### src/rtl/video_frame_scheduler_pkg.sv
// video_frame_scheduler_pkg: shared state encoding, pixel width and width helper
package video_frame_scheduler_pkg;
    localparam int PIXEL_W = 24;
    localparam logic [1:0] ST_IDLE  = 2'd0;
    localparam logic [1:0] ST_RUN   = 2'd1;
    localparam logic [1:0] ST_DRAIN = 2'd2;
    function automatic int clog2(input int n);
        int r;
        r = 1;
        while ((1 << r) < n) r++;
        return r;
    endfunction
endpackage

### src/rtl/video_frame_scheduler_if.sv
// video_frame_scheduler_if: frame-buffer read port plus outgoing video stream
interface video_frame_scheduler_if
    import video_frame_scheduler_pkg::*;
#(
    parameter int ADDR_WIDTH = 19
) ();
    logic [ADDR_WIDTH-1:0] mem_addr;
    logic                  mem_re;
    logic [PIXEL_W-1:0]    mem_data;
    logic [PIXEL_W-1:0]    video;
    logic                  video_valid;
    logic                  video_ready;
    modport master (output mem_addr, mem_re, video, video_valid, input mem_data, video_ready);
    modport slave  (input mem_addr, mem_re, video, video_valid, output mem_data, video_ready);
endinterface

### src/rtl/video_frame_scheduler_pixel_fifo.sv
// pixel_fifo: first-word-fall-through prefetch FIFO with occupancy count
module pixel_fifo
    import video_frame_scheduler_pkg::*;
#(
    parameter int DEPTH = 4,
    parameter int WIDTH = PIXEL_W
) (
    input  logic                     clk,
    input  logic                     rst,
    input  logic                     push,
    input  logic [WIDTH-1:0]         push_data,
    input  logic                     pop,
    output logic [WIDTH-1:0]         head,
    output logic [clog2(DEPTH):0]    count,
    output logic                     empty,
    output logic                     full
);
    localparam int AW = clog2(DEPTH);
    logic [WIDTH-1:0] mem [DEPTH];
    logic [AW-1:0]    wp;
    logic [AW-1:0]    rp;
    // storage and pointers; pushes never arrive when full, pops never when empty
    always_ff @(posedge clk or posedge rst) begin
        if (rst) begin
            for (int i = 0; i < DEPTH; i++) mem[i] <= '0;
            wp    <= '0;
            rp    <= '0;
            count <= '0;
        end else begin
            if (push) mem[wp] <= push_data;
            if (push) wp <= wp + AW'(1);
            if (pop) rp <= rp + AW'(1);
            count <= count + (AW+1)'(push) - (AW+1)'(pop);
        end
    end
    // head of queue is visible as soon as it is stored
    always_comb begin
        head  = mem[rp];
        empty = count == '0;
        full  = count == (AW+1)'(DEPTH);
    end
endmodule

### src/rtl/video_frame_scheduler.sv
// video_frame_scheduler: raster-order frame-buffer reader feeding the DVI video stream
module video_frame_scheduler
    import video_frame_scheduler_pkg::*;
#(
    parameter int                 WIDTH      = 800,
    parameter int                 HEIGHT     = 600,
    parameter int                 ADDR_WIDTH = 19,
    parameter int                 FIFO_DEPTH = 4,
    parameter logic [PIXEL_W-1:0] FILL_COLOR = 24'h000000
) (
    input  logic                    clk,
    input  logic                    rst,
    input  logic                    enable,
    input  logic                    source_sel,
    video_frame_scheduler_if.master m,
    output logic                    frame_start,
    output logic                    frame_done,
    output logic                    busy,
    output logic                    underrun
);
    localparam int XW = clog2(WIDTH);
    localparam int YW = clog2(HEIGHT);
    localparam int CW = clog2(FIFO_DEPTH) + 1;
    localparam logic [ADDR_WIDTH-1:0] LAST_ADDR = ADDR_WIDTH'(WIDTH * HEIGHT - 1);
    logic [1:0]            state;
    logic [1:0]            state_n;
    logic                  src_q;
    logic                  inflight;
    logic                  popped;
    logic                  issue;
    logic                  pop;
    logic                  last_pop;
    logic                  start;
    logic                  push;
    logic                  full;
    logic                  empty;
    logic [ADDR_WIDTH-1:0] addr;
    logic [XW-1:0]         x;
    logic [YW-1:0]         y;
    logic [CW-1:0]         count;
    logic [PIXEL_W-1:0]    push_data;
    logic [PIXEL_W-1:0]    head;

    pixel_fifo #(.DEPTH(FIFO_DEPTH), .WIDTH(PIXEL_W)) u_fifo (
        .clk(clk), .rst(rst), .push(push), .push_data(push_data), .pop(pop),
        .head(head), .count(count), .empty(empty), .full(full)
    );

    // credit check, pop detection and frame-start decision
    always_comb begin
        pop      = !empty && m.video_ready;
        last_pop = pop && x == XW'(WIDTH - 1) && y == YW'(HEIGHT - 1);
        issue    = state == ST_RUN && !full && (count + CW'(inflight)) < CW'(FIFO_DEPTH);
        start    = enable && (state == ST_IDLE || last_pop);
    end

    // state register
    always_ff @(posedge clk or posedge rst) begin
        if (rst) state <= ST_IDLE;
        else     state <= state_n;
    end

    // next state: a frame ends only on its final pop, never by enable dropping
    always_comb begin
        state_n = (state == ST_IDLE || last_pop) ? (enable ? ST_RUN : ST_IDLE) :
                  (state == ST_RUN && issue && addr == LAST_ADDR) ? ST_DRAIN : state;
    end

    // outputs: fill mode pushes in the issue cycle, memory mode one cycle later
    always_comb begin
        m.mem_re      = issue && !src_q;
        m.mem_addr    = addr;
        m.video_valid = !empty;
        m.video       = head;
        busy          = state != ST_IDLE;
        push          = inflight || (issue && src_q);
        push_data     = inflight ? m.mem_data : FILL_COLOR;
    end

    // issue address, raster pop position, source latch and status pulses
    always_ff @(posedge clk or posedge rst) begin
        if (rst) begin
            src_q       <= 1'b0;
            addr        <= '0;
            x           <= '0;
            y           <= '0;
            popped      <= 1'b0;
            inflight    <= 1'b0;
            frame_start <= 1'b0;
            frame_done  <= 1'b0;
            underrun    <= 1'b0;
        end else begin
            inflight    <= m.mem_re;
            frame_start <= start;
            frame_done  <= last_pop;
            underrun    <= underrun || (state != ST_IDLE && popped && m.video_ready && empty);
            if (start) begin
                src_q  <= source_sel;
                addr   <= '0;
                x      <= '0;
                y      <= '0;
                popped <= 1'b0;
            end else begin
                if (issue) addr <= addr + ADDR_WIDTH'(1);
                if (pop) begin
                    popped <= 1'b1;
                    x      <= x == XW'(WIDTH - 1) ? '0 : x + XW'(1);
                    if (x == XW'(WIDTH - 1)) y <= y == YW'(HEIGHT - 1) ? '0 : y + YW'(1);
                end
            end
        end
    end
endmodule

### src/flat_wrapper.sv
// flat-port wrapper written by rule: the top's interface ports become plain ports
module video_frame_scheduler_flat import video_frame_scheduler_pkg::*;
#(
    parameter int                 WIDTH      = 800,
    parameter int                 HEIGHT     = 600,
    parameter int                 ADDR_WIDTH = 19,
    parameter int                 FIFO_DEPTH = 4,
    parameter logic [PIXEL_W-1:0] FILL_COLOR = 24'h000000
)
  (clk, rst, enable, source_sel, frame_start, frame_done, busy, underrun, m_mem_addr, m_mem_re, m_video, m_video_valid, m_mem_data, m_video_ready);
  video_frame_scheduler_if #(.ADDR_WIDTH(ADDR_WIDTH)) m_i ();
  input  logic clk;
  input  logic rst;
  input  logic enable;
  input  logic source_sel;
  output logic frame_start;
  output logic frame_done;
  output logic busy;
  output logic underrun;
  output wire logic [$bits(m_i.mem_addr)-1:0] m_mem_addr;
  output wire logic [$bits(m_i.mem_re)-1:0] m_mem_re;
  output wire logic [$bits(m_i.video)-1:0] m_video;
  output wire logic [$bits(m_i.video_valid)-1:0] m_video_valid;
  input wire logic [$bits(m_i.mem_data)-1:0] m_mem_data;
  input wire logic [$bits(m_i.video_ready)-1:0] m_video_ready;
  assign m_mem_addr = m_i.mem_addr;
  assign m_mem_re = m_i.mem_re;
  assign m_video = m_i.video;
  assign m_video_valid = m_i.video_valid;
  assign m_i.mem_data = m_mem_data;
  assign m_i.video_ready = m_video_ready;
  video_frame_scheduler #(.WIDTH(WIDTH), .HEIGHT(HEIGHT), .ADDR_WIDTH(ADDR_WIDTH), .FIFO_DEPTH(FIFO_DEPTH), .FILL_COLOR(FILL_COLOR)) u_core (.clk(clk), .rst(rst), .enable(enable), .source_sel(source_sel), .m(m_i), .frame_start(frame_start), .frame_done(frame_done), .busy(busy), .underrun(underrun));
endmodule
### config.mk
export PLATFORM = sky130hd
export DESIGN_NAME = video_frame_scheduler_flat
export DESIGN_NICKNAME = d
export VERILOG_FILES = /design/src/rtl/video_frame_scheduler_pkg.sv /design/src/rtl/video_frame_scheduler_if.sv /design/src/rtl/video_frame_scheduler_pixel_fifo.sv /design/src/rtl/video_frame_scheduler.sv /design/src/flat_wrapper.sv
export SDC_FILE = /design/constraint.sdc
export NUM_CORES = 1
export LEC_CHECK = 0
export CAP_MARGIN = 25
export CORE_MARGIN = 10
export CORE_UTILIZATION = 65
export DETAILED_ROUTE_END_ITERATION = 8
export DONT_BUFFER_PORTS = 1
export PLACE_DENSITY = 0.81
export SLEW_MARGIN = 20
export SYNTH_ARGS = -nofsm -noshare
export SYNTH_HDL_FRONTEND = slang
export SYNTH_SLANG_ARGS = --single-unit
### constraint.sdc
create_clock -name clk -period 11.1 [get_ports clk]
set_input_delay 1.665 -clock clk [delete_from_list [all_inputs] [get_ports clk]]
set_output_delay 1.665 -clock clk [all_outputs]
set_load 0.005 [all_outputs]
# ---- Yosys cells after proc, flatten, opt, wreduce, memory -nomap -nowiden
# Cells that the tools add are included.
dict set report totals {
  reg_bits 150
  input_bits 29
  word_cells 85
  output_inout_bits 49
}
dict set report op_classes {
  magnitude_cmp 4
  muxes 21
  n_reduce_logical 28
  add_sub_neg 8
  eq_ne 5
  n_bitwise 2
}
# operator n
set ops {}
lappend ops {{$bwmux 96} 1}
lappend ops {{$mux 24} 4}
lappend ops {{$mux 10} 7}
lappend ops {{$bmux 24 s2} 1}
lappend ops {{$demux 24 s2} 1}
lappend ops {{$mux 19} 2}
lappend ops {{$add 10x1->10 const B} 2}
lappend ops {{$eq 10x10->1 const B} 2}
lappend ops {{$add 19x1->19 const B} 1}
lappend ops {{$eq 19x19->1 const B} 1}
lappend ops {{$logic_and 1x1->1} 14}
lappend ops {{$reduce_bool 2->1} 5}
lappend ops {{$add 3x1->3} 2}
lappend ops {{$ge 3x3->1 const B} 2}
lappend ops {{$not 2->3} 2}
lappend ops {{$add 2x1->2 const B} 2}
lappend ops {{$mux 2} 2}
lappend ops {{$eq 3x3->1 const B} 1}
lappend ops {{$logic_not 1->1} 3}
lappend ops {{$logic_not 3->1} 1}
lappend ops {{$logic_or 1x1->1} 3}
lappend ops {{$lt 3x1->1 const B} 1}
lappend ops {{$lt 3x3->1 const B} 1}
lappend ops {{$mux 1} 3}
lappend ops {{4 further kinds} 4}

# ---- Depth between registers and ports, before layout
dict set report depth {
  ltp_word 9
  mapped_depth 10
  depth_no_buf 9
}

# ---- Cells and area by module
# A second synthesis with hierarchy kept.
dict set report unflattened {
  cells_unflattened 554
  hier_area_um2 7244.4
}
# mod area_each_um2 seq_area_each_um2 cells_each instances
set by_module_without_submodules {}
lappend by_module_without_submodules {pixel_fifo 4600.7 2577.5 266 1}
lappend by_module_without_submodules {video_frame_scheduler 2643.8 1176.1 288 1}

# ---- Least setup slack after synthesis
# Ideal clock, no wire load.
dict set report synth_path {
  kind {input to register}
  from {in m_video_ready}
  to {reg u_core.u_fifo.count[2]}
  arrival_time_ps 2983
  setup_slack_ps 7994
  path_buffers 0
  stages 8
  required_ps 10977
  setup_time_ps 123
  cell_sequence {o31ai_4 > inv_2 > ha_1 > inv_1 > ha_1 > fa_1 > xnor2_1 > xnor2_1}
}
dict set report synth_via {
  elab_chain_cells 2
}
# item line
set synth_rtl {}
lappend synth_rtl {{from (decl)} flat_wrapper.sv:25} ;# input wire logic [$bits(m_i.video_ready)-1:0] m_video_ready;
lappend synth_rtl {{$logic_and 1x1->1} video_frame_scheduler.sv:51} ;# pop = !empty && m.video_ready;
lappend synth_rtl {{named net u_core.pop} video_frame_scheduler.sv:31} ;# logic pop;
lappend synth_rtl {{$sub 3x1->3} video_frame_scheduler_pixel_fifo.sv:33} ;# count <= count + (AW+1)'(push) - (AW+1)'(pop);
lappend synth_rtl {{to (signal assigned)} video_frame_scheduler_pixel_fifo.sv:33}
lappend synth_rtl {{to (decl)} video_frame_scheduler_pixel_fifo.sv:14} ;# output logic [clog2(DEPTH):0] count,
# The timed path passes the listed nets, and every way through them passes these cells.
# A chain may end at the register's enable or synchronous reset.

# ---- Worst setup path in the final report
dict set report layout_path {
  from {reg u_core.inflight}
  to {out m_mem_re}
}
dict set report layout_via {
  elab_chain_cells 4
}
# item line
set layout_rtl {}
lappend layout_rtl {{from (decl)} video_frame_scheduler.sv:28} ;# logic inflight;
lappend layout_rtl {{from (signal assigned)} video_frame_scheduler.sv:93} ;# inflight <= m.mem_re;
lappend layout_rtl {{$add 3x1->3} video_frame_scheduler.sv:53} ;# issue = state == ST_RUN && !full && (count + CW'(inflight)) < CW'(FIFO_DEPTH);
lappend layout_rtl {{$lt 3x3->1} video_frame_scheduler.sv:53}
lappend layout_rtl {{$logic_and 1x1->1} video_frame_scheduler.sv:53}
lappend layout_rtl {{$logic_and 1x1->1} video_frame_scheduler.sv:71} ;# m.mem_re = issue && !src_q;
lappend layout_rtl {{to (decl)} flat_wrapper.sv:21} ;# output wire logic [$bits(m_i.mem_re)-1:0] m_mem_re;
# Every way passes these cells.

==> results.md <==
### Run status
- finished clean — status

### Timing
- 7.18 ps — setup skew after layout
- 0.278 — slew margin rel.
- 0.238 GHz — highest attainable clock frequency
- 0 — endpoints failing setup
- 0.378 — fin crit share
- 0 ps — Total Neg Setup Slack
- 0 — fin. max-slew vios
- 1080 ps — slew at the pin with the worst max-slew slack
- 4200 ps — time the final worst path needs with I/O delays and setup
- 0 — final hold viol count
- 488 ps — smallest hold slack
- no — setup repair after global routing missed its margin

### GRT
- 5,190 — number of global-route vias before repair
- 0.216 — Total Routing Usage GR
- 0 — remaining global-route overflow
- 27.6 mm — wire length of the first global-routing pass
- 0 — number of antenna violations at the first check in global routing
- 100 — largest net degree at the start of global routing

### Worst setup path
- 2530 ps — Arrival @ worst endpoint
- 760 ps — peak per-stage delay on the critical path
- output port — Setup crit end kind
- 1 — Worst Path Buf+Inv
- register — startpoint types
- reg2out — type of the worst setup path
- 99 — largest fanout on the critical path
- 9440 ps — critical path required time
- buffers and inverters — delay-heaviest family, CP
- sky130_fd_sc_hd__buf_4 — Slowest-stage cell, CP
- buf_4, and4_4, o21a_1, nor2b_1 — chain of cells forming the critical path

### Place
- 0 — port bufs
- 10.4 mm — DPL Wire Length
- 7170 um^2 — Post-Place Cell Area
- 0.834 — Final Wtd Congestion

### Floorplan
- 125 um — chip height
- 15,600 um^2 — Die ar.
- 10,800 um^2 — core region area
- 125 um — Die W
- 78 — top-level I/O count
- 0.660 — initial cell density of the core
- 38 — Row Count

### Yosys
- 0.527 — sequential share of the synthesized area
- 1.00 — fraction of registers with async set or reset after synthesis
- 150 — flops & latches, synth
- 555 — cell count after synthesis
- 12.8 um^2 — average size of a mapped cell
- 0 — synth warn
- 62 — library cells used by synthesis
- 7130 um^2 — area of the mapped netlist
- 0 — number of enable flip-flop cells after synthesis
- sky130_fd_sc_hd__dfrtp_1 — Synth Flop Type
- 594 — net count of the mapped netlist

### Clocking
- 530 ps — clock latency on the worst-skew pair
- 0 — cts hold-fix bufs
- 150 — clk sink count
- 0 — number of gates resized after cts
- 17 — clock buffers created by TritonCTS
- built — CTS tree
- 0 — Post-CTS Setup Inserts
- 60 ps — Worst-path clk slew
- 4 — number of H-tree levels
- 2 — number of buffers between clock root and the deepest sink
- sky130_fd_sc_hd__clkbuf_8 — library cell used as clock root buffer

### Flow run
- 0 — maxcap violations

### Detailed routing
- 4 — number of detailed-routing iterations run before antenna repair
- 17.1 mm — final routed wirelength across all metal layers
- 0 — residual antenna-violating net count after detailed routing
- 5,115 — vias
- 0 — DRC violation count after routing
- 24.9 um — routed wire length per instance
- 676 — violation count after the first detailed-route iteration
- 7.47 — average via count per standard cell

### Power
- 0.179 mV — highest ir drop seen on vdd
- 281 nW/um^2 — power density of the placed cells
- 0.00326 uW — leak pwr

### Final layout
- 0 — antenna fix cells
- 0.167 — ratio of cells with drive above 1 in the final layout
- 8.97% — area overhead of the layout relative to synthesis
- 7770 um^2 — Post-Layout Inst Area
- 571 — post-layout net count
- 688 — number of fillers in the final layout

### Min path
- reg2reg — class of the most critical hold timing path

==> metal layers <==
layer  share of wire  GRT usage  vias to the layer above
met1            0.39      0.257                     2669
met3           0.082     0.0702                       21
met2            0.51      0.360                      237
met4           0.014     0.0706                        0
li1                -          -                     2188
met5               0          0                        -
==> worst paths after layout <==
check / to / cells after the start / from / slack [ps]
setup / recovery: m_mem_re / 4 / u_core.inflight / 6900
hold / removal: u_core.u_fifo.mem[85] / 1 / u_core.u_fifo.mem[85] / 490
setup reg to reg: u_core.u_fifo.count[2] / 9 / u_core.inflight / 8310
hold reg to reg: u_core.u_fifo.mem[85] / 1 / u_core.u_fifo.mem[85] / 490
max in group asynchronous: u_core.u_fifo.mem[14] / 2 / rst / 8650
min in group asynchronous: u_core.m.mem_addr[6] / 1 / rst / 1140
==> power breakdown <==
part / leakage, uW / internal [uW] / total, uW / switching (uW)
combinational: 0.000955 / 329 / 693 / 364
sequential: 0.00201 / 760 / 921 / 161
clock: 0.000294 / 346 / 568 / 222
total: 0.00326 / 1440 / 2180 / 746
==> layout make-up <==
class                           instances  area, um^2  area share
Sequential cell                       150        3750       0.483
Multi-Input combinational cell        333        3050       0.393
Clock buffer                           18         428      0.0551
Tap cell                              140         175      0.0226
Clock inverter                         14         159      0.0205
Timing Repair Buffer                    9         114      0.0147
Inverter                               21        83.8      0.0108
==> Yosys cell counts, types with 3 or more instances <==
cell,instances,share of area
sky130_fd_sc_hd__o31a_1,4,0.0049
sky130_fd_sc_hd__clkbuf_1,25,0.013
sky130_fd_sc_hd__o21ai_0,18,0.013
sky130_fd_sc_hd__a32o_1,96,0.13
sky130_fd_sc_hd__buf_6,3,0.0047
sky130_fd_sc_hd__or3_2,4,0.0042
sky130_fd_sc_hd__nand2b_1,3,0.0026
sky130_fd_sc_hd__and2_1,4,0.0035
sky130_fd_sc_hd__or4_1,5,0.0053
sky130_fd_sc_hd__o211ai_1,6,0.0063
sky130_fd_sc_hd__inv_1,20,0.011
sky130_fd_sc_hd__and3_1,4,0.0035
sky130_fd_sc_hd__a22oi_1,11,0.012
sky130_fd_sc_hd__xnor2_1,11,0.014
sky130_fd_sc_hd__nand3_1,14,0.0098
sky130_fd_sc_hd__dfrtp_1,150,0.53
sky130_fd_sc_hd__nor3_1,3,0.0021
sky130_fd_sc_hd__and4_1,5,0.0061
sky130_fd_sc_hd__a21oi_1,6,0.0042
sky130_fd_sc_hd__mux4_2,24,0.076
sky130_fd_sc_hd__o31ai_1,10,0.011
sky130_fd_sc_hd__buf_2,23,0.016
sky130_fd_sc_hd__nor2_1,10,0.0053
sky130_fd_sc_hd__xor2_1,3,0.0037
sky130_fd_sc_hd__or3_1,6,0.0053
sky130_fd_sc_hd__a32oi_1,3,0.0037
sky130_fd_sc_hd__nand4_1,7,0.0061
sky130_fd_sc_hd__ha_1,9,0.016
sky130_fd_sc_hd__a2bb2oi_1,3,0.0037
sky130_fd_sc_hd__nand2_1,22,0.012
sky130_fd_sc_hd__nor4_1,5,0.0044
==> stage by stage <==
stage          worst slack [ps]  std cells  utilization  power [uW]
3_5_place_dp               7480        652        0.664        1610
2_1_floorplan              5400        555            -        1410
3_3_place_gp               7570        648        0.657        1530
4_1_cts                    6900        684        0.719        2190
5_1_grt                    6780        685        0.720        2290
6_report                   6900        685        0.720        2180
==> flip-flops by register name (all words and copies together), names as in the netlist, 2 cells and up <==
name                 count
u_core.u_fifo.mem       96
u_core.m.mem_addr       19
u_core.x                10
u_core.y                10
u_core.u_fifo.count      3
u_core.state             2
u_core.u_fifo.rp         2
u_core.u_fifo.wp         2
==> worst register-to-register path, delay by kind of cell, from the launching register on <==
family                   cells  cell delay [ps]
buffers and inverters        3              870
flip-flops                   1              350
AO/OA/AOI/OAI                1              360
XOR/XNOR                     2              270
adder cells (fa/ha/maj)      3              820
==> kinds of logic after synthesis <==
logic type,count (synthesis),synth area share
simple gates,105,0.0864
buf+inv,72,0.0451
fa+ha+maj,10,0.0186
flops,150,0.527
mux,25,0.0772
xor+xnor,14,0.0172
compound gates,179,0.229
==> placed cells by master, fill, tap and decap left out, types with 10 or more instances in the layout <==
cell type,count
sky130_fd_sc_hd__xnor2_1,11
sky130_fd_sc_hd__inv_1,19
sky130_fd_sc_hd__nand2_1,22
sky130_fd_sc_hd__a32o_1,96
sky130_fd_sc_hd__nor2_1,10
sky130_fd_sc_hd__a22oi_1,11
sky130_fd_sc_hd__o31ai_1,10
sky130_fd_sc_hd__dfrtp_1,149
sky130_fd_sc_hd__mux4_2,24
sky130_fd_sc_hd__nand3_1,14
sky130_fd_sc_hd__clkbuf_16,16
sky130_fd_sc_hd__o21ai_0,18
Note: power is estimated with default switching activity, not from simulation.
